--- src/rtl/id_hazard_ctrl_pkg.sv ---
// Shared decode-stage definitions: hazard FSM states, the x0 index and
// default register-file geometry. Also imported by the decode/GPR blocks.
package id_hazard_ctrl_pkg;

  localparam int NUM_REGS   = 32;
  localparam int REG_ADDR_W = 5;

  localparam logic [REG_ADDR_W-1:0] REG_ZERO = '0;

  typedef enum logic [1:0] {
    RUN   = 2'd0,
    STALL = 2'd1,
    FLUSH = 2'd2
  } hz_state_t;

endpackage

--- src/rtl/id_hazard_ctrl_if.sv ---
// Decode-stage hazard bus.
//   master : decode/writeback side; drives id_* and wb_*, observes controls.
//   slave  : hazard controller; consumes id_*/wb_*, drives issue, stall_ifid,
//            bubble_idex, flush_ifid, pending, sb_err.
interface id_hazard_ctrl_if
  import id_hazard_ctrl_pkg::*;
#(
  parameter int NumRegs  = NUM_REGS,
  parameter int RegAddrW = REG_ADDR_W
);
  logic                id_valid;
  logic [RegAddrW-1:0] id_rs1n;
  logic [RegAddrW-1:0] id_rs2n;
  logic [RegAddrW-1:0] id_rdn;
  logic                id_use_rs1;
  logic                id_use_rs2;
  logic                id_wr_rd;
  logic                id_branch_taken;
  logic                wb_valid;
  logic [RegAddrW-1:0] wb_rdn;
  logic                issue;
  logic                stall_ifid;
  logic                bubble_idex;
  logic                flush_ifid;
  logic [NumRegs-1:0]  pending;
  logic                sb_err;

  modport master (
    output id_valid, id_rs1n, id_rs2n, id_rdn, id_use_rs1, id_use_rs2,
           id_wr_rd, id_branch_taken, wb_valid, wb_rdn,
    input  issue, stall_ifid, bubble_idex, flush_ifid, pending, sb_err
  );

  modport slave (
    input  id_valid, id_rs1n, id_rs2n, id_rdn, id_use_rs1, id_use_rs2,
           id_wr_rd, id_branch_taken, wb_valid, wb_rdn,
    output issue, stall_ifid, bubble_idex, flush_ifid, pending, sb_err
  );
endinterface

--- src/rtl/id_hazard_ctrl_sb_counter_bank.sv ---
// sb_counter_bank: one saturating in-flight write counter per GPR.
// Ports:
//   clk, rst          clock, synchronous active-high reset
//   inc, inc_rdn      issuing writer (caller already excludes x0)
//   dec, dec_rdn      writeback retire; ignored when the counter is 0
//   rs1n/rs2n/rdn     lookup indices -> cnt_rs1/cnt_rs2/cnt_rd
//   cnt_wb            counter of dec_rdn (for underflow detection)
//   pending           bit r = counter r non-zero
module sb_counter_bank #(
  parameter int NumRegs     = 32,
  parameter int RegAddrW    = 5,
  parameter int MaxInflight = 3,
  parameter int CntW        = 2
) (
  input  logic                clk,
  input  logic                rst,
  input  logic                inc,
  input  logic [RegAddrW-1:0] inc_rdn,
  input  logic                dec,
  input  logic [RegAddrW-1:0] dec_rdn,
  input  logic [RegAddrW-1:0] rs1n,
  input  logic [RegAddrW-1:0] rs2n,
  input  logic [RegAddrW-1:0] rdn,
  output logic [CntW-1:0]     cnt_rs1,
  output logic [CntW-1:0]     cnt_rs2,
  output logic [CntW-1:0]     cnt_rd,
  output logic [CntW-1:0]     cnt_wb,
  output logic [NumRegs-1:0]  pending
);
  localparam logic [CntW-1:0] CNT_MAX = CntW'(MaxInflight);

  logic [NumRegs-1:0][CntW-1:0] cnt, cnt_nxt;

  // x0 is hardwired; it never accumulates in-flight writes.
  assign cnt_nxt[0] = '0;
  assign pending[0] = 1'b0;

  for (genvar r = 1; r < NumRegs; r++) begin : g_reg
    logic inc_hit, dec_hit;
    assign inc_hit = inc & (inc_rdn == RegAddrW'(r)) & (cnt[r] != CNT_MAX);
    assign dec_hit = dec & (dec_rdn == RegAddrW'(r)) & (cnt[r] != '0);
    // inc and dec on the same register cancel.
    assign cnt_nxt[r] = (inc_hit & ~dec_hit) ? cnt[r] + 1'b1 :
                        (dec_hit & ~inc_hit) ? cnt[r] - 1'b1 : cnt[r];
    assign pending[r] = |cnt[r];
  end

  always_ff @(posedge clk) begin
    if (rst) cnt <= '0;
    else     cnt <= cnt_nxt;
  end

  assign cnt_rs1 = cnt[rs1n];
  assign cnt_rs2 = cnt[rs2n];
  assign cnt_rd  = cnt[rdn];
  assign cnt_wb  = cnt[dec_rdn];
endmodule

--- src/rtl/id_hazard_ctrl.sv ---
// id_hazard_ctrl: scoreboard sequencer for the decode stage. Decides each
// cycle whether the IF/ID instruction issues, stalls (bubble into ID/EX) or
// is squashed after a taken branch; tracks in-flight GPR writes.
// Ports:
//   clk, rst   clock, synchronous active-high reset
//   bus        slave side of id_hazard_ctrl_if (decode/writeback inputs,
//              issue/stall/bubble/flush controls, pending vector, sb_err)
module id_hazard_ctrl
  import id_hazard_ctrl_pkg::*;
#(
  parameter int NumRegs     = NUM_REGS,
  parameter int RegAddrW    = REG_ADDR_W,
  parameter int MaxInflight = 3,
  parameter int FlushCycles = 1
) (
  input logic              clk,
  input logic              rst,
  id_hazard_ctrl_if.slave  bus
);
  localparam int CntW  = $clog2(MaxInflight + 1);
  localparam int FcntW = (FlushCycles > 1) ? $clog2(FlushCycles) : 1;
  localparam logic [CntW-1:0] CNT_MAX = CntW'(MaxInflight);

  hz_state_t         state, state_nxt;
  logic [FcntW-1:0]  fcnt, fcnt_nxt;
  logic [CntW-1:0]   cnt_rs1, cnt_rs2, cnt_rd, cnt_wb;
  logic              raw_hz, waw_hz, hazard;
  logic              issue_c, stall_c, bubble_c, flush_c;
  logic              issue, inc, sb_err;
  logic [NumRegs-1:0] pending;

  sb_counter_bank #(
    .NumRegs(NumRegs), .RegAddrW(RegAddrW),
    .MaxInflight(MaxInflight), .CntW(CntW)
  ) u_sb (
    .clk     (clk),
    .rst     (rst),
    .inc     (inc),
    .inc_rdn (bus.id_rdn),
    .dec     (bus.wb_valid),
    .dec_rdn (bus.wb_rdn),
    .rs1n    (bus.id_rs1n),
    .rs2n    (bus.id_rs2n),
    .rdn     (bus.id_rdn),
    .cnt_rs1 (cnt_rs1),
    .cnt_rs2 (cnt_rs2),
    .cnt_rd  (cnt_rd),
    .cnt_wb  (cnt_wb),
    .pending (pending)
  );

  // No writeback bypass: a RAW clears only once the counter itself is 0.
  assign raw_hz = (bus.id_use_rs1 & (bus.id_rs1n != REG_ZERO) & (cnt_rs1 != '0)) |
                  (bus.id_use_rs2 & (bus.id_rs2n != REG_ZERO) & (cnt_rs2 != '0));
  assign waw_hz = bus.id_wr_rd & (bus.id_rdn != REG_ZERO) & (cnt_rd == CNT_MAX);
  assign hazard = bus.id_valid & (raw_hz | waw_hz);

  always_ff @(posedge clk) begin
    if (rst) begin
      state <= RUN;
      fcnt  <= '0;
    end else begin
      state <= state_nxt;
      fcnt  <= fcnt_nxt;
    end
  end

  always_comb begin
    state_nxt = state;
    fcnt_nxt  = fcnt;
    issue_c   = 1'b0;
    stall_c   = 1'b0;
    bubble_c  = 1'b0;
    flush_c   = 1'b0;
    case (state)
      RUN, STALL: begin
        issue_c  = bus.id_valid & ~hazard;
        stall_c  = hazard;
        bubble_c = hazard;
        if (issue_c & bus.id_branch_taken) begin
          state_nxt = FLUSH;
          fcnt_nxt  = FcntW'(FlushCycles - 1);
        end else if (hazard) begin
          state_nxt = STALL;
        end else begin
          state_nxt = RUN;
        end
      end
      FLUSH: begin
        // IF/ID content is wrong-path; id_* is ignored entirely.
        flush_c  = 1'b1;
        bubble_c = 1'b1;
        if (fcnt == '0) state_nxt = RUN;
        else            fcnt_nxt  = fcnt - 1'b1;
      end
      default: begin
        state_nxt = RUN;
        fcnt_nxt  = '0;
      end
    endcase
  end

  // Controls are held quiet while reset is asserted.
  assign issue = issue_c & ~rst;
  assign inc   = issue & bus.id_wr_rd & (bus.id_rdn != REG_ZERO);

  // Writeback to an idle register is a scoreboard underflow; make it sticky.
  always_ff @(posedge clk) begin
    if (rst)
      sb_err <= 1'b0;
    else if (bus.wb_valid & (bus.wb_rdn != REG_ZERO) & (cnt_wb == '0))
      sb_err <= 1'b1;
  end

  assign bus.issue       = issue;
  assign bus.stall_ifid  = stall_c  & ~rst;
  assign bus.bubble_idex = bubble_c & ~rst;
  assign bus.flush_ifid  = flush_c  & ~rst;
  assign bus.pending     = rst ? '0 : pending;
  assign bus.sb_err      = sb_err & ~rst;
endmodule

--- src/flat_wrapper.sv ---
// flat-port wrapper written by rule: the top's interface ports become plain ports
module id_hazard_ctrl_flat import id_hazard_ctrl_pkg::*;
#(
  parameter int NumRegs     = NUM_REGS,
  parameter int RegAddrW    = REG_ADDR_W,
  parameter int MaxInflight = 3,
  parameter int FlushCycles = 1
)
  (clk, rst, bus_id_valid, bus_id_rs1n, bus_id_rs2n, bus_id_rdn, bus_id_use_rs1, bus_id_use_rs2, bus_id_wr_rd, bus_id_branch_taken, bus_wb_valid, bus_wb_rdn, bus_issue, bus_stall_ifid, bus_bubble_idex, bus_flush_ifid, bus_pending, bus_sb_err);
  id_hazard_ctrl_if #(.NumRegs(NumRegs), .RegAddrW(RegAddrW)) bus_i ();
  input logic clk;
  input logic rst;
  input wire logic [$bits(bus_i.id_valid)-1:0] bus_id_valid;
  input wire logic [$bits(bus_i.id_rs1n)-1:0] bus_id_rs1n;
  input wire logic [$bits(bus_i.id_rs2n)-1:0] bus_id_rs2n;
  input wire logic [$bits(bus_i.id_rdn)-1:0] bus_id_rdn;
  input wire logic [$bits(bus_i.id_use_rs1)-1:0] bus_id_use_rs1;
  input wire logic [$bits(bus_i.id_use_rs2)-1:0] bus_id_use_rs2;
  input wire logic [$bits(bus_i.id_wr_rd)-1:0] bus_id_wr_rd;
  input wire logic [$bits(bus_i.id_branch_taken)-1:0] bus_id_branch_taken;
  input wire logic [$bits(bus_i.wb_valid)-1:0] bus_wb_valid;
  input wire logic [$bits(bus_i.wb_rdn)-1:0] bus_wb_rdn;
  output wire logic [$bits(bus_i.issue)-1:0] bus_issue;
  output wire logic [$bits(bus_i.stall_ifid)-1:0] bus_stall_ifid;
  output wire logic [$bits(bus_i.bubble_idex)-1:0] bus_bubble_idex;
  output wire logic [$bits(bus_i.flush_ifid)-1:0] bus_flush_ifid;
  output wire logic [$bits(bus_i.pending)-1:0] bus_pending;
  output wire logic [$bits(bus_i.sb_err)-1:0] bus_sb_err;
  assign bus_i.id_valid = bus_id_valid;
  assign bus_i.id_rs1n = bus_id_rs1n;
  assign bus_i.id_rs2n = bus_id_rs2n;
  assign bus_i.id_rdn = bus_id_rdn;
  assign bus_i.id_use_rs1 = bus_id_use_rs1;
  assign bus_i.id_use_rs2 = bus_id_use_rs2;
  assign bus_i.id_wr_rd = bus_id_wr_rd;
  assign bus_i.id_branch_taken = bus_id_branch_taken;
  assign bus_i.wb_valid = bus_wb_valid;
  assign bus_i.wb_rdn = bus_wb_rdn;
  assign bus_issue = bus_i.issue;
  assign bus_stall_ifid = bus_i.stall_ifid;
  assign bus_bubble_idex = bus_i.bubble_idex;
  assign bus_flush_ifid = bus_i.flush_ifid;
  assign bus_pending = bus_i.pending;
  assign bus_sb_err = bus_i.sb_err;
  id_hazard_ctrl #(.NumRegs(NumRegs), .RegAddrW(RegAddrW), .MaxInflight(MaxInflight), .FlushCycles(FlushCycles)) u_core (.clk(clk), .rst(rst), .bus(bus_i));
endmodule
--- config.mk ---
export PLATFORM = sky130hd
export DESIGN_NAME = id_hazard_ctrl_flat
export DESIGN_NICKNAME = d
export VERILOG_FILES = /design/src/rtl/id_hazard_ctrl_pkg.sv /design/src/rtl/id_hazard_ctrl_if.sv /design/src/rtl/id_hazard_ctrl_sb_counter_bank.sv /design/src/rtl/id_hazard_ctrl.sv /design/src/flat_wrapper.sv
export SDC_FILE = /design/constraint.sdc
export NUM_CORES = 1
export LEC_CHECK = 0
export CAP_MARGIN = 25
export CORE_MARGIN = 1.5
export CORE_UTILIZATION = 42
export DETAILED_ROUTE_END_ITERATION = 12
export GPL_TIMING_DRIVEN = 0
export PLACE_DENSITY_LB_ADDON = 0.12
export SETUP_SLACK_MARGIN = 0.5
export SLEW_MARGIN = 20
export SYNTH_ARGS = -nofsm -noshare
export SYNTH_HDL_FRONTEND = slang
export SYNTH_SLANG_ARGS = --single-unit
export TNS_END_PERCENT = 20
--- constraint.sdc ---
create_clock -name clk -period 4.7 [get_ports clk]
set_input_delay 0.94 -clock clk [delete_from_list [all_inputs] [get_ports clk]]
set_output_delay 0.94 -clock clk [all_outputs]
set_load 0.02 [all_outputs]
* Yosys cells after proc, flatten, opt, wreduce, memory -nomap -nowiden
Cells that the tools add are included.
** Storage, ports and cells
- Register bits :: 68
- Bits of input ports :: 28
- Output and inout bits :: 37
- Word-level logic and storage cells :: 654
** Operators by class
- Add/sub/neg operators :: 63
- Reduce and logical (&&, ||, !) cells :: 102
- Bitwise logic cells :: 270
- Eq/ne operators :: 98
- Mux-type cells :: 82
- Magnitude comparators :: 4
** Operators with widths (count)
- bitwise AND 1 bit :: 204
- equality test 5 bit (second input constant) :: 32
- two-way mux 2 bit :: 68
- nonzero test 2 bit :: 64
- equality test 5 x 4 -> 1 bit (second input constant) :: 16
- inequality test 2 bit (second input constant) :: 32
- NOT 1 bit :: 64
- OR reduction 2 bit :: 32
- adder 2 x 1 -> 2 bit (second input constant) :: 31
- subtractor 2 x 1 -> 2 bit (second input constant) :: 31
- binary-select mux 2 bit (select 5 bit) :: 4
- equality test 5 x 3 -> 1 bit (second input constant) :: 8
- two-way mux 32 bit :: 1
- less-than comparator 5 x 6 -> 1 bit (second input constant) :: 4
- equality test 5 x 2 -> 1 bit (second input constant) :: 4
- nonzero test 5 bit :: 4
- equality test 5 x 1 -> 1 bit (second input constant) :: 2
- two-way mux 1 bit :: 6
- equality test 2 bit (second input constant) :: 2
- zero test 2 bit :: 2
- case mux 1 bit (2 select lines) :: 2
- case mux 2 bit (2 select lines) :: 1
- equality test 2 x 1 -> 1 bit (second input constant) :: 1
- inequality test 2 x 1 -> 1 bit (second input constant) :: 1
- other kinds (2) :: 3

* Longest topological paths before layout
- Depth in word-level cells :: 19
- Depth in mapped cells :: 15
- Mapped depth without buffers :: 11

* By module
Synthesis repeated with hierarchy kept, for this count alone.
** Unflattened totals
- Cells, all modules :: 655
- Area total of the unflattened synthesis :: 6219.7 µm²
** By module, submodules not included
- sb_counter_bank :: times used 1, cells an instance 590, area each 5756.8 µm², seq. area each 1241.2 µm²
- id_hazard_ctrl :: times used 1, cells an instance 65, area each 462.9 µm², seq. area each 60.1 µm²

* Least setup slack after synthesis
No wires, ideal clock.
- Path kind :: input -> output
- From :: input port bus_id_rs2n[1]
- To :: output port bus_bubble_idex
- Data required time :: 3.760 ns
- Slack :: 0.872 ns
- Path buffers :: 1
- Data arrival time :: 2.888 ns
- Cell stages on the path :: 7
- Cells stage by stage :: buf_2 -> mux4_2 -> o22ai_1 -> a311oi_1 -> or4_1 -> and3_1 -> o21bai_1
** Between the ends
- Word-level cells in the longest chain between the ends :: 9
- Elaborated cells on any way between the ends :: 11
- Those cells by class :: 3 x mux; 6 x bitwise; 2 x reduce/logical
** RTL lines
- from (decl) :: RTL line flat_wrapper.sv:15 : input wire logic [$bits(bus_i.id_rs2n)-1:0] bus_id_rs2n;
- binary-select mux 2 bit (select 5 bit) :: RTL line id_hazard_ctrl_sb_counter_bank.sv:54 : assign cnt_rs2 = cnt[rs2n];
- two-way mux 2 bit (implied by the code) :: RTL line id_hazard_ctrl_sb_counter_bank.sv:54
- nonzero test 2 bit :: RTL line id_hazard_ctrl.sv:54 : (bus.id_use_rs2 & (bus.id_rs2n != REG_ZERO) & (cnt_rs2 != '0));
- bitwise AND 1 bit (*) :: RTL line id_hazard_ctrl.sv:54
- bitwise OR 1 bit (*) :: RTL line id_hazard_ctrl.sv:53 : assign raw_hz = (bus.id_use_rs1 & (bus.id_rs1n != REG_ZERO) & (cnt_rs1 != '0)) |
- bitwise OR 1 bit (*) :: RTL line id_hazard_ctrl.sv:56 : assign hazard = bus.id_valid & (raw_hz | waw_hz);
- bitwise AND 1 bit (*) :: RTL line id_hazard_ctrl.sv:56
- case mux 1 bit (2 select lines) (*) :: RTL line id_hazard_ctrl.sv:75 : case (state)
- bitwise AND 1 bit (*) :: RTL line id_hazard_ctrl.sv:117 : assign bus.bubble_idex = bubble_c & ~rst;
- to (decl) :: RTL line flat_wrapper.sv:25 : output wire logic [$bits(bus_i.bubble_idex)-1:0] bus_bubble_idex;
Mark *: on every way between the ends. The rest lies on a longest branch, timed or not. The select of a mux whose other input is x is not followed.

* Final worst setup path
- From :: input port bus_id_rs2n[0]
- To :: output port bus_issue
** Between the ends
- Word-level cells in the longest chain between the ends :: 11
- Elaborated cells on any way between the ends :: 13
- Those cells by class :: 3 x mux; 8 x bitwise; 2 x reduce/logical
** RTL lines
- binary-select mux 2 bit (select 5 bit) :: RTL line id_hazard_ctrl_sb_counter_bank.sv:54
- two-way mux 2 bit (implied by the code) :: RTL line id_hazard_ctrl_sb_counter_bank.sv:54
- nonzero test 2 bit :: RTL line id_hazard_ctrl.sv:54
- bitwise AND 1 bit (*) :: RTL line id_hazard_ctrl.sv:54
- bitwise OR 1 bit (*) :: RTL line id_hazard_ctrl.sv:53
- bitwise OR 1 bit (*) :: RTL line id_hazard_ctrl.sv:56
- bitwise AND 1 bit (*) :: RTL line id_hazard_ctrl.sv:56
- NOT 1 bit (*) :: RTL line id_hazard_ctrl.sv:77 : issue_c = bus.id_valid & ~hazard;
- bitwise AND 1 bit (*) :: RTL line id_hazard_ctrl.sv:77
- two-way mux 1 bit (*) :: RTL line id_hazard_ctrl.sv:75
- bitwise AND 1 bit (*) :: RTL line id_hazard_ctrl.sv:104 : assign issue = issue_c & ~rst;
- to (decl) :: RTL line flat_wrapper.sv:23 : output wire logic [$bits(bus_i.issue)-1:0] bus_issue;
Marked as above.

==> flow_metrics.env <==
export IMPL_drc=0
export IMPL_p_leak_nw=2.37
export IMPL_grt_pass1_vias=5255
export IMPL_crit_type="in2out"
export IMPL_post_drt_wl_per_cell_um=21.0
export IMPL_wl_mm=18.3
export IMPL_crit_buf_inv=6
export IMPL_dieWidth_um=117
export IMPL_worstPathRequired_ns=3.76
export IMPL_yosys_warnings=0
export IMPL_seq_area_frac_synth=0.240
export IMPL_dpl_hpwl_mm=13.5
export IMPL_synth_nets=683
export IMPL_grt_pass1_wl_mm=28.2
export IMPL_worst_slack_ns=0.524
export IMPL_ctsHoldBuffers=0
export IMPL_fin_crit_ns=4.18
export IMPL_drive_gt1_frac=0.146
export IMPL_clk_path_buf_depth=2
export IMPL_portBuffers=52
export IMPL_critical_path_max_stage_delay_ns=0.57
export IMPL_tightest_slew_ns=1.02
export IMPL_drtPass1Iterations=7
export IMPL_n_antenna_cell=0
export IMPL_htree_levels=3
export IMPL_synthCells=624
export IMPL_clk_pin_slew_ns=0.06
export IMPL_cp_common_cell="buf_6"
export IMPL_finalNetCount=752
export IMPL_insertion_delay_ns=0.35
export IMPL_slowest_stage="or4_4"
export IMPL_maxSlewViolCount=0
export IMPL_dp_slack_ns=-0.398
export IMPL_synth_edf_count=0
export IMPL_fin_crit_sh=0.888
export IMPL_place_inst=848
export IMPL_fin_cells=870
export IMPL_dieArea_um2=13600
export IMPL_grt_use_total=0.280
export IMPL_cp_top_family="buffers and inverters"
export IMPL_die_y_um=117
export IMPL_synth_cell_types=48
export IMPL_via_count=5354
export IMPL_cp_arrival_ns=3.24
export IMPL_cts_tree="built"
export IMPL_vdd_drop_max_mv=0.190
export IMPL_design_core_area_um2=12600
export IMPL_syn_area_um2=5420
export IMPL_end_kind="primary output"
export IMPL_cp_start_kind="primary input"
export IMPL_synth_area_per_cell_um2=8.69
export IMPL_ys_ff_latch=65
export IMPL_rows=41
export IMPL_finClkSkew_ns=0.00445
export IMPL_drt_iter0_markers=437
export IMPL_start_util=0.430
export IMPL_p_per_area_nw_per_um2=233
export IMPL_cp_cell_sequence="dlygate4sd2_1 > buf_6 > mux4_2 > o22ai_1 > a311oi_1 > or4_4 > nand4_1 > buf_4 > buf_6 > inv_1 > clkdlybuf4s15_2"
export IMPL_rsz0062_at_grt="true"
export IMPL_setup_viol=0
export IMPL_routed_via_density=6.15
export IMPL_numCtsBuffers=9
export IMPL_synthToLayoutAreaGrowth_pct=22.7
export IMPL_gp_congestion=1.09
export IMPL_final_cell_mix="112 x nor2_1, 65 x dfxtp_1, 62 x xor2_1"
export IMPL_status="completed"
export IMPL_hold_class="reg2reg"
export IMPL_slew_headroom=0.318
export IMPL_synthFlopType="dfxtp_1"
export IMPL_cts_sinks=65
export IMPL_ant_nets=0
export IMPL_finalSetupTns_ns=0
export IMPL_overflow=0
export IMPL_final_core_util=0.527
export IMPL_whs_ns=0.484
export IMPL_pin_count=65
export IMPL_worstPathMaxFanout=10
export IMPL_max_cap_viol_count=0
export IMPL_grt_max_degree=12
export IMPL_antenna_found_initial=0
export IMPL_timing_fmax_mhz=239
export IMPL_synthArstFlopShare=0
export IMPL_mostFrequentLayoutCell="nor2_1"
export IMPL_cts_root_buf="clkbuf_16"
export IMPL_hold_violations=0
cell usage after synthesis (all sizes together), types with 18 or more instances:
cell type  count  area [um^2]
nor2         112          420
dfxtp         65         1300
xor2          62          543
a21oi         39          195
o21ai         37          185
a2111oi       33          370
or3           32          200
ha            31          388
mux4          30          676
nand3b        30          225
buf           20          108
clkbuf        18         67.6
per-layer routing:
layer  wire, um  track usage  up-vias
met2       8860        0.473      249
met1       7200        0.343     2586
met4        830        0.140        0
met5          0            0        -
li1           -            -     2465
met3       1430       0.0535       54
registers in the layout, summed over array words and instances, names as in the netlist:
| signal | flops |
|---|---|
| u_core.u_sb.cnt | 62 |
| u_core.state | 2 |
| u_core.sb_err | 1 |
through the flow:
step | power (mW) | instance area (um^2)
global route | 1.59 | 6650
floorplan | 0.679 | 5420
detailed placement | 0.752 | 6160
finish | 1.55 | 6650
global placement | 0.751 | 6160
CTS | 1.54 | 6550
logic make-up after synthesis:
family,share of synthesized area
flip-flops,0.240
XOR/XNOR,0.100
AND/OR/NAND/NOR,0.238
adder cells (fa/ha/maj),0.0716
multiplexers,0.149
buffers and inverters,0.0392
AO/OA/AOI/OAI,0.161
other,0.000692
final cells by class:
type / instances / area (um^2)
clock buffers: 10 / 239
inverters: 10 / 37.5
well taps: 172 / 215
clock inverters: 6 / 105
repair buffers: 58 / 549
fillers: 1209 / 5970
flip-flops and latches: 65 / 1300
plain buffers: 38 / 203
multi-input cells: 511 / 4000
final timing paths:
path,from,to,slack [ns],cells past startpoint
worst max-delay path,bus_id_rs2n[0],bus_issue,0.52,11
worst min-delay path,u_core.sb_err$_SDFFE_PP0P_,u_core.sb_err$_SDFFE_PP0P_,0.48,2
worst max register to register,u_core.u_sb.cnt[13]$_SDFFE_PP0P_,u_core.u_sb.cnt[5]$_SDFFE_PP0P_,0.87,14
worst min register to register,u_core.sb_err$_SDFFE_PP0P_,u_core.sb_err$_SDFFE_PP0P_,0.48,2
worst min-delay path: cells and delay by family, from the launching register on:
kind	cells	cell delay, ns
flip-flops	1	0.33
AND/OR/NAND/NOR	1	0.08
AO/OA/AOI/OAI	1	0.04
where the power goes:
group	leakage [nW]	switching (mW)	internal [mW]	total (mW)
Combinational	1.68	0.127	0.0690	0.196
Sequential	0.524	0.00387	0.555	0.558
Clock	0.172	0.263	0.529	0.793
timing repair:
item / in CTS / in global routing
pin swaps: 2 / 1
setup endpoints to repair: 51 / 26
resized for setup: 19 / 25
buffers inserted: 4 / 2
(Power assumes the default switching activity.)
